### src/rtl/ctl_game_pkg.sv
// Shared types and widths for the Duck Hunt game sequencer.
package ctl_game_pkg;

  localparam int TIMER_W = 7;
  localparam int ROUND_W = 7;
  localparam int DUCK_W  = 4;
  localparam int SHOT_W  = 2;

  typedef enum logic [2:0] {
    IDLE,
    LAUNCH,
    FLIGHT,
    HIT,
    ESCAPE,
    ROUND_END,
    GAME_OVER
  } game_state_t;

  // States in which pause_req freezes the sequencer.
  function automatic logic is_pausable(input game_state_t s);
    return (s == FLIGHT) || (s == HIT) || (s == ESCAPE) || (s == ROUND_END);
  endfunction

endpackage

### src/rtl/ctl_game_frame_timer.sv
// Frame-pulse counter with clear, pause gate and terminal-count compare.
module frame_timer
  import ctl_game_pkg::*;
(
  input  logic               i_clk,
  input  logic               i_rst,
  input  logic               i_clear,
  input  logic               i_en,
  input  logic               i_tick,
  input  logic [TIMER_W-1:0] i_tc,
  output logic               o_done
);

  logic [TIMER_W-1:0] r_count;
  logic               w_step;

  assign w_step = i_en & i_tick;
  // Fires on the frame that brings the count up to i_tc.
  assign o_done = w_step & (r_count == (i_tc - TIMER_W'(1)));

  always_ff @(posedge i_clk) begin
    if (!i_rst) begin
      r_count <= '0;
    end else if (i_clear || o_done) begin
      r_count <= '0;
    end else if (w_step) begin
      r_count <= r_count + TIMER_W'(1);
    end
  end

endmodule

### src/rtl/ctl_game.sv
// Duck Hunt round/duck sequencer: launches ducks, counts shots and hits,
// decides pass or game over, and drives overlay flags and clear pulses.
//
// state     | meaning
// IDLE      | after reset, waiting for start
// LAUNCH    | one cycle, fires duck_launch and reloads shots
// FLIGHT    | duck on screen, shots and hits counted
// HIT       | duck shot, hold for HIT_HOLD_FRAMES
// ESCAPE    | duck lost, hold for ESCAPE_FRAMES
// ROUND_END | gap of ROUND_GAP_FRAMES, then pass or game over
// GAME_OVER | loser overlay, waiting for start
module ctl_game
  import ctl_game_pkg::*;
#(
  parameter int DUCKS_PER_ROUND  = 10,
  parameter int PASS_HITS        = 6,
  parameter int SHOTS_PER_DUCK   = 3,
  parameter int HIT_HOLD_FRAMES  = 60,
  parameter int ESCAPE_FRAMES    = 90,
  parameter int ROUND_GAP_FRAMES = 120,
  parameter int MAX_ROUND        = 99
) (
  input  logic               i_clk,
  input  logic               i_rst,
  input  logic               i_new_frame,
  input  logic               i_start_btn,
  input  logic               i_pause_req,
  input  logic               i_hit,
  input  logic               i_shot_fired,
  input  logic               i_duck_gone,
  output logic               o_duck_launch,
  output logic               o_duck_active,
  output logic [SHOT_W-1:0]  o_shots_left,
  output logic [ROUND_W-1:0] o_round,
  output logic [DUCK_W-1:0]  o_ducks_done,
  output logic [DUCK_W-1:0]  o_ducks_hit,
  output logic               o_pause,
  output logic               o_game_over,
  output logic               o_clear_score
);

  localparam logic [DUCK_W-1:0]  DUCKS_L = DUCK_W'(DUCKS_PER_ROUND);
  localparam logic [DUCK_W-1:0]  PASS_L  = DUCK_W'(PASS_HITS);
  localparam logic [SHOT_W-1:0]  SHOTS_L = SHOT_W'(SHOTS_PER_DUCK);
  localparam logic [ROUND_W-1:0] MAXR_L  = ROUND_W'(MAX_ROUND);

  game_state_t        r_state;
  game_state_t        w_state_nxt;
  logic               r_start_d;

  logic               r_duck_launch, w_duck_launch_nxt;
  logic               r_duck_active, w_duck_active_nxt;
  logic [SHOT_W-1:0]  r_shots_left, w_shots_left_nxt;
  logic [ROUND_W-1:0] r_round, w_round_nxt;
  logic [DUCK_W-1:0]  r_ducks_done, w_ducks_done_nxt;
  logic [DUCK_W-1:0]  r_ducks_hit, w_ducks_hit_nxt;
  logic               r_pause, w_pause_nxt;
  logic               r_game_over, w_game_over_nxt;
  logic               r_clear_score, w_clear_score_nxt;

  logic               w_start_edge;
  logic               w_freeze;
  logic               w_hit;
  logic               w_shot;
  logic               w_gone;
  logic               w_timed;
  logic               w_expire;
  logic               w_pass;
  logic               w_start_game;
  logic               w_round_adv;
  logic [DUCK_W-1:0]  w_done_inc;
  logic [TIMER_W-1:0] w_tc;

  assign w_start_edge = i_start_btn & ~r_start_d;
  assign w_freeze     = i_pause_req & is_pausable(r_state);
  // Gated events: everything is ignored while frozen; a hit needs a live shot.
  assign w_hit        = i_hit & ~w_freeze & (r_shots_left != '0);
  assign w_shot       = i_shot_fired & ~w_freeze;
  assign w_gone       = i_duck_gone & ~w_freeze;
  assign w_timed      = (r_state == HIT) || (r_state == ESCAPE) || (r_state == ROUND_END);
  assign w_pass       = (r_ducks_hit >= PASS_L);
  assign w_done_inc   = r_ducks_done + DUCK_W'(1);
  assign w_start_game = w_start_edge & ((r_state == IDLE) || (r_state == GAME_OVER));
  assign w_round_adv  = (r_state == ROUND_END) & w_expire & w_pass;

  always_comb begin
    w_tc = TIMER_W'(ROUND_GAP_FRAMES);
    case (r_state)
      HIT:     w_tc = TIMER_W'(HIT_HOLD_FRAMES);
      ESCAPE:  w_tc = TIMER_W'(ESCAPE_FRAMES);
      default: w_tc = TIMER_W'(ROUND_GAP_FRAMES);
    endcase
  end

  frame_timer u_timer (
    .i_clk   (i_clk),
    .i_rst   (i_rst),
    .i_clear (w_state_nxt != r_state),
    .i_en    (w_timed & ~w_freeze),
    .i_tick  (i_new_frame),
    .i_tc    (w_tc),
    .o_done  (w_expire)
  );

  always_ff @(posedge i_clk) begin
    if (!i_rst) begin
      r_state   <= IDLE;
      r_start_d <= 1'b0;
    end else begin
      r_state   <= w_state_nxt;
      r_start_d <= i_start_btn;
    end
  end

  always_comb begin
    w_state_nxt = r_state;
    case (r_state)
      IDLE, GAME_OVER: begin
        if (w_start_edge) w_state_nxt = LAUNCH;
      end
      LAUNCH: w_state_nxt = FLIGHT;
      FLIGHT: begin
        if (w_hit) begin
          w_state_nxt = HIT;
        end else if (w_gone || (w_shot && (r_shots_left == SHOT_W'(1)))) begin
          w_state_nxt = ESCAPE;
        end
      end
      HIT, ESCAPE: begin
        if (w_expire) w_state_nxt = (w_done_inc == DUCKS_L) ? ROUND_END : LAUNCH;
      end
      ROUND_END: begin
        if (w_expire) w_state_nxt = w_pass ? LAUNCH : GAME_OVER;
      end
      default: w_state_nxt = IDLE;
    endcase
  end

  always_comb begin
    w_duck_launch_nxt = (r_state == LAUNCH);
    w_duck_active_nxt = (w_state_nxt == FLIGHT) & ~w_freeze;
    w_pause_nxt       = w_freeze;
    w_game_over_nxt   = (w_state_nxt == GAME_OVER);
    w_clear_score_nxt = w_start_game | w_round_adv;
    w_round_nxt       = r_round;
    w_ducks_done_nxt  = r_ducks_done;
    w_ducks_hit_nxt   = r_ducks_hit;
    w_shots_left_nxt  = r_shots_left;

    if (w_start_game) begin
      w_round_nxt      = ROUND_W'(1);
      w_ducks_done_nxt = '0;
      w_ducks_hit_nxt  = '0;
    end else if (w_round_adv) begin
      w_round_nxt      = (r_round >= MAXR_L) ? MAXR_L : r_round + ROUND_W'(1);
      w_ducks_done_nxt = '0;
      w_ducks_hit_nxt  = '0;
    end else if (((r_state == HIT) || (r_state == ESCAPE)) && w_expire) begin
      w_ducks_done_nxt = w_done_inc;
    end

    if (r_state == LAUNCH) begin
      w_shots_left_nxt = SHOTS_L;
    end else if (r_state == FLIGHT) begin
      if (w_shot && (r_shots_left != '0)) w_shots_left_nxt = r_shots_left - SHOT_W'(1);
      if (w_hit) w_ducks_hit_nxt = r_ducks_hit + DUCK_W'(1);
    end
  end

  always_ff @(posedge i_clk) begin
    if (!i_rst) begin
      r_duck_launch <= 1'b0;
      r_duck_active <= 1'b0;
      r_shots_left  <= '0;
      r_round       <= ROUND_W'(1);
      r_ducks_done  <= '0;
      r_ducks_hit   <= '0;
      r_pause       <= 1'b0;
      r_game_over   <= 1'b0;
      r_clear_score <= 1'b0;
    end else begin
      r_duck_launch <= w_duck_launch_nxt;
      r_duck_active <= w_duck_active_nxt;
      r_shots_left  <= w_shots_left_nxt;
      r_round       <= w_round_nxt;
      r_ducks_done  <= w_ducks_done_nxt;
      r_ducks_hit   <= w_ducks_hit_nxt;
      r_pause       <= w_pause_nxt;
      r_game_over   <= w_game_over_nxt;
      r_clear_score <= w_clear_score_nxt;
    end
  end

  assign o_duck_launch = r_duck_launch;
  assign o_duck_active = r_duck_active;
  assign o_shots_left  = r_shots_left;
  assign o_round       = r_round;
  assign o_ducks_done  = r_ducks_done;
  assign o_ducks_hit   = r_ducks_hit;
  assign o_pause       = r_pause;
  assign o_game_over   = r_game_over;
  assign o_clear_score = r_clear_score;

endmodule

### config.mk
export PLATFORM = sky130hd
export DESIGN_NAME = ctl_game
export DESIGN_NICKNAME = d
export VERILOG_FILES = /design/src/rtl/ctl_game_pkg.sv /design/src/rtl/ctl_game_frame_timer.sv /design/src/rtl/ctl_game.sv
export SDC_FILE = /design/constraint.sdc
export NUM_CORES = 1
export LEC_CHECK = 0
export CAP_MARGIN = 10
export CORE_MARGIN = 2
export CORE_UTILIZATION = 45
export CTS_CLUSTER_DIAMETER = 40
export DETAILED_ROUTE_END_ITERATION = 16
export GPL_TIMING_DRIVEN = 0
export PLACE_DENSITY = 0.73
export SLEW_MARGIN = 15
export SYNTH_ARGS = -nofsm -noshare
export SYNTH_HDL_FRONTEND = slang
export SYNTH_SLANG_ARGS = --single-unit
### constraint.sdc
create_clock -name i_clk -period 2.78 [get_ports i_clk]
set_clock_uncertainty 0.2 [all_clocks]
set_input_delay 0.556 -clock i_clk [delete_from_list [all_inputs] [get_ports i_clk]]
set_output_delay 0.556 -clock i_clk [all_outputs]
set_load 0.02 [all_outputs]
==> results.json <==
{
  "status": "finished, final reports clean",
  "place.detailed.hpwl_um": 3090,
  "place.gp.congestion": 0.795,
  "fill_cells": 385,
  "cts_root_buffer": "sky130_fd_sc_hd__clkbuf_8",
  "syn-instance-count": 227,
  "worst_min_path_class": "flip-flop to flip-flop",
  "worst-setup-path-type": "flip-flop to flip-flop",
  "antenna_violating_nets_post_route": 0,
  "cts_tree": "yes",
  "layout_min_cycle_time_ns": 2.70,
  "slew_violations": 0,
  "die_h_um": 69.4,
  "io_buffers": 29,
  "synth_sequential_area_ratio": 0.343,
  "synthesized_flop_and_latch_total": 33,
  "diodes": 0,
  "post_synth_instance_area_um2": 1930,
  "synth.largest_area_cell": "sky130_fd_sc_hd__dfxtp_1",
  "layout_worst_path_cycle_share": 0.971,
  "die-width_um": 69.4,
  "fmax_mhz": 370,
  "tritoncts_num_sinks": 33,
  "final_layout_size_suffix_gt1_frac": 0.102,
  "clock_tree.htree_level_count": 2,
  "power_density_nw_per_um2": 461,
  "synthArstFlopShare": 0,
  "synthTopCellsByArea": "sky130_fd_sc_hd__dfxtp_1, sky130_fd_sc_hd__nor2_1, sky130_fd_sc_hd__ha_1",
  "initial_standard_cell_utilization_of_the_core": 0.475,
  "timing.max_slew.rel_slack": 0.525,
  "top_reg_cell_synth": "sky130_fd_sc_hd__dfxtp_1",
  "grt.total_usage": 0.184,
  "clock_pin_transition_on_the_worst_setup_and_hold_timing_paths_ns": 0.07,
  "rsz0062_at_grt": "yes",
  "power.static_leakage_nw": 0.896,
  "slew_of_the_pin_with_the_lowest_slew_margin_ns": 0.707,
  "core.rowCount": 23,
  "place_ws_ns": -0.429,
  "footprint_of_the_multi_input_gates_um2": 1210,
  "grt_pass1_wl_um": 7250,
  "drv.max_cap_violation_count": 0,
  "via_count": 1708,
  "drt-vias-per-instance": 5.44,
  "timing.final.ws_setup_ns": 0.0804,
  "critPathCaptureType": "flip-flop",
  "layout.nets": 279,
  "wl_um": 4180,
  "detailedRoute.firstIterationViolations": 79,
  "cts_bufs_inserted": 5,
  "drt_drc_violations_left": 0,
  "regToRegSetupSlack_ns": 0.08,
  "finalSetupViolations": 0,
  "count_leader_synth": "sky130_fd_sc_hd__dfxtp_1",
  "fp.dieArea_um2": 4820,
  "cp_slowest_cell": "sky130_fd_sc_hd__or3b_4",
  "timing.critical_path.cells": "buf_4 -> or3b_4 -> mux2_4 -> or3_1 -> buf_2 -> or2_4 -> a211oi_4 -> nor3_1",
  "post_drt_wl_per_cell_um": 13.3,
  "category_of_cells_accounting_for_the_largest_share_of_critical_path_delay": "simple AND/OR/NAND/NOR gates",
  "final_area_um2": 2420,
  "hold_viol_final": 0,
  "placed_cell_area_um2": 2280,
  "grt_antenna_before_repair": 0,
  "buffer_and_inverter_count_on_the_worst_path": 2,
  "crit_path_start_kind": "flip-flop",
  "synth_top_cells_by_count": "sky130_fd_sc_hd__dfxtp_1, sky130_fd_sc_hd__nor2_1, sky130_fd_sc_hd__xnor2_1",
  "ys_warn_count": 0,
  "max-vdd-ir-drop_uv": 346,
  "1st_pass_router_iterations": 4,
  "post_synth.cell_area_avg_um2": 8.48,
  "clockBufferDepth": 2,
  "io_pins": 30,
  "synthDominantCellAreaShare": 0.343,
  "worstPathMaxFanout": 10,
  "critPathArrivalTime_ns": 2.66,
  "crit_required_ns": 2.74,
  "number_of_enable_flip_flop_cells_after_synthesis": 0,
  "clock_latency_reported_for_the_late_side_of_the_worst_skew_pair_ns": 0.29,
  "area.growth.synth_to_final_pct": 25.9,
  "area.sequential_um2": 661,
  "first_global_vias": 1586,
  "postCtsHoldBufs": 0,
  "finalPower_mw": 1.12,
  "grt_max_degree": 12,
  "synth_cell_types": 55,
  "crit_path_max_incr_delay_ns": 0.39,
  "core-area_um2": 4060,
  "overflow": 0,
  "mappedNetlistNets": 243
}
[tightest hold or removal path: stages (launching register included)]
cell and delay [ns]:
sky130_fd_sc_hd__dfxtp_1 0.36, sky130_fd_sc_hd__a31oi_1 0.05, sky130_fd_sc_hd__nor2_1 0.07
[where the power goes]
group | switching (mW) | internal [mW] | total (mW)
Sequential | 0.00878 | 0.484 | 0.493
Combinational | 0.0805 | 0.0668 | 0.147
Clock | 0.186 | 0.291 | 0.477
[area by class of cell]
cell class / instances / area share
Multi-Input combinational cell: 174 / 0.498
Sequential cell: 33 / 0.273
Timing Repair Buffer: 29 / 0.119
Clock buffer: 6 / 0.0341
Tap cell: 50 / 0.0258
Buffer: 10 / 0.0196
Clock inverter: 2 / 0.0155
Inverter: 10 / 0.0155
[flip-flops by register name, indices dropped and copies added (netlist names)]
name / cells
o_round: 7
u_timer.r_count: 7
o_ducks_done: 4
o_ducks_hit: 4
r_state: 3
o_shots_left: 2
o_clear_score: 1
o_duck_active: 1
o_duck_launch: 1
o_game_over: 1
o_pause: 1
r_start_d: 1
[cell families after synthesis]
family	Yosys count	synth area share
and+or+nand+nor	104	0.305
muxes	2	0.0130
AOI/OAI and AO/OA	44	0.171
DFF	33	0.343
adders and majority gates	8	0.0520
xor gates and xnor gates	16	0.0728
buffers and inverters	20	0.0429
[routing by layer]
| metal | GRT usage | vias up | wire length (µm) |
|---|---|---|---|
| met5 | 0 | - | 0 |
| met2 | 0.281 | 34 | 1970 |
| met4 | 0.0697 | 0 | 59 |
| met1 | 0.246 | 782 | 2000 |
| li1 | - | 884 | - |
| met3 | 0.0523 | 8 | 156 |
[what timing repair did]
| action | CTS | global route |
|---|---|---|
| gates resized for setup | 2 | 8 |
| setup endpoints to repair | 12 | 20 |
| buffers inserted | 0 | 0 |
| pin swaps | 0 | 3 |
[path summary, 6_finish.rpt]
| check | startpoint | end | depth (start not counted) |
|---|---|---|---|
| worst max register to register | r_state[2]$_SDFF_PN0_ | o_game_over$_SDFF_PN0_ | 8 |
| worst min-delay path | o_round[6]$_SDFFE_PP0P_ | o_round[6]$_SDFFE_PP0P_ | 2 |
| worst max-delay path | r_state[2]$_SDFF_PN0_ | o_game_over$_SDFF_PN0_ | 8 |
| worst min register to register | o_round[6]$_SDFFE_PP0P_ | o_round[6]$_SDFFE_PP0P_ | 2 |
[cell usage in the layout, fill, tap and decap left out, types with 2 or more instances in the layout]
cell type	count
sky130_fd_sc_hd__o31ai_1	2
sky130_fd_sc_hd__and3_1	3
sky130_fd_sc_hd__ha_1	8
sky130_fd_sc_hd__a21o_1	6
sky130_fd_sc_hd__xnor2_1	11
sky130_fd_sc_hd__clkbuf_2	2
sky130_fd_sc_hd__nor3b_1	5
sky130_fd_sc_hd__buf_2	3
sky130_fd_sc_hd__o211ai_1	3
sky130_fd_sc_hd__nor3_1	9
sky130_fd_sc_hd__a21oi_1	5
sky130_fd_sc_hd__nor2b_1	6
sky130_fd_sc_hd__nor2_1	27
sky130_fd_sc_hd__nand3b_1	4
sky130_fd_sc_hd__nand2b_1	8
sky130_fd_sc_hd__nand3_1	10
sky130_fd_sc_hd__nand4_1	5
sky130_fd_sc_hd__a31oi_1	2
sky130_fd_sc_hd__xor2_1	5
sky130_fd_sc_hd__clkbuf_1	3
sky130_fd_sc_hd__a31o_2	2
sky130_fd_sc_hd__and2_1	3
sky130_fd_sc_hd__dfxtp_1	33
sky130_fd_sc_hd__inv_1	10
sky130_fd_sc_hd__and3b_1	2
sky130_fd_sc_hd__nor4_2	2
sky130_fd_sc_hd__a221oi_1	2
sky130_fd_sc_hd__nand2_1	10
sky130_fd_sc_hd__o21ai_0	7
sky130_fd_sc_hd__o211a_1	2
sky130_fd_sc_hd__o21a_1	2
sky130_fd_sc_hd__clkbuf_8	6
sky130_fd_sc_hd__clkdlybuf4s50_1	28
[stage by stage]
| step | instances | TNS (ns) | utilization | hold WS, ns |
|---|---|---|---|---|
| CTS | 314 | 0 | 0.593 | 0.308 |
| floorplan | 227 | 0 | - | 0.312 |
| detailed placement | 306 | -6.99 | 0.562 | 0.292 |
| global placement | 306 | -7.22 | 0.562 | 0.282 |
| finish | 314 | 0 | 0.597 | 0.317 |
| global route | 314 | -0.0359 | 0.597 | 0.390 |
(Power assumes the default switching activity.)
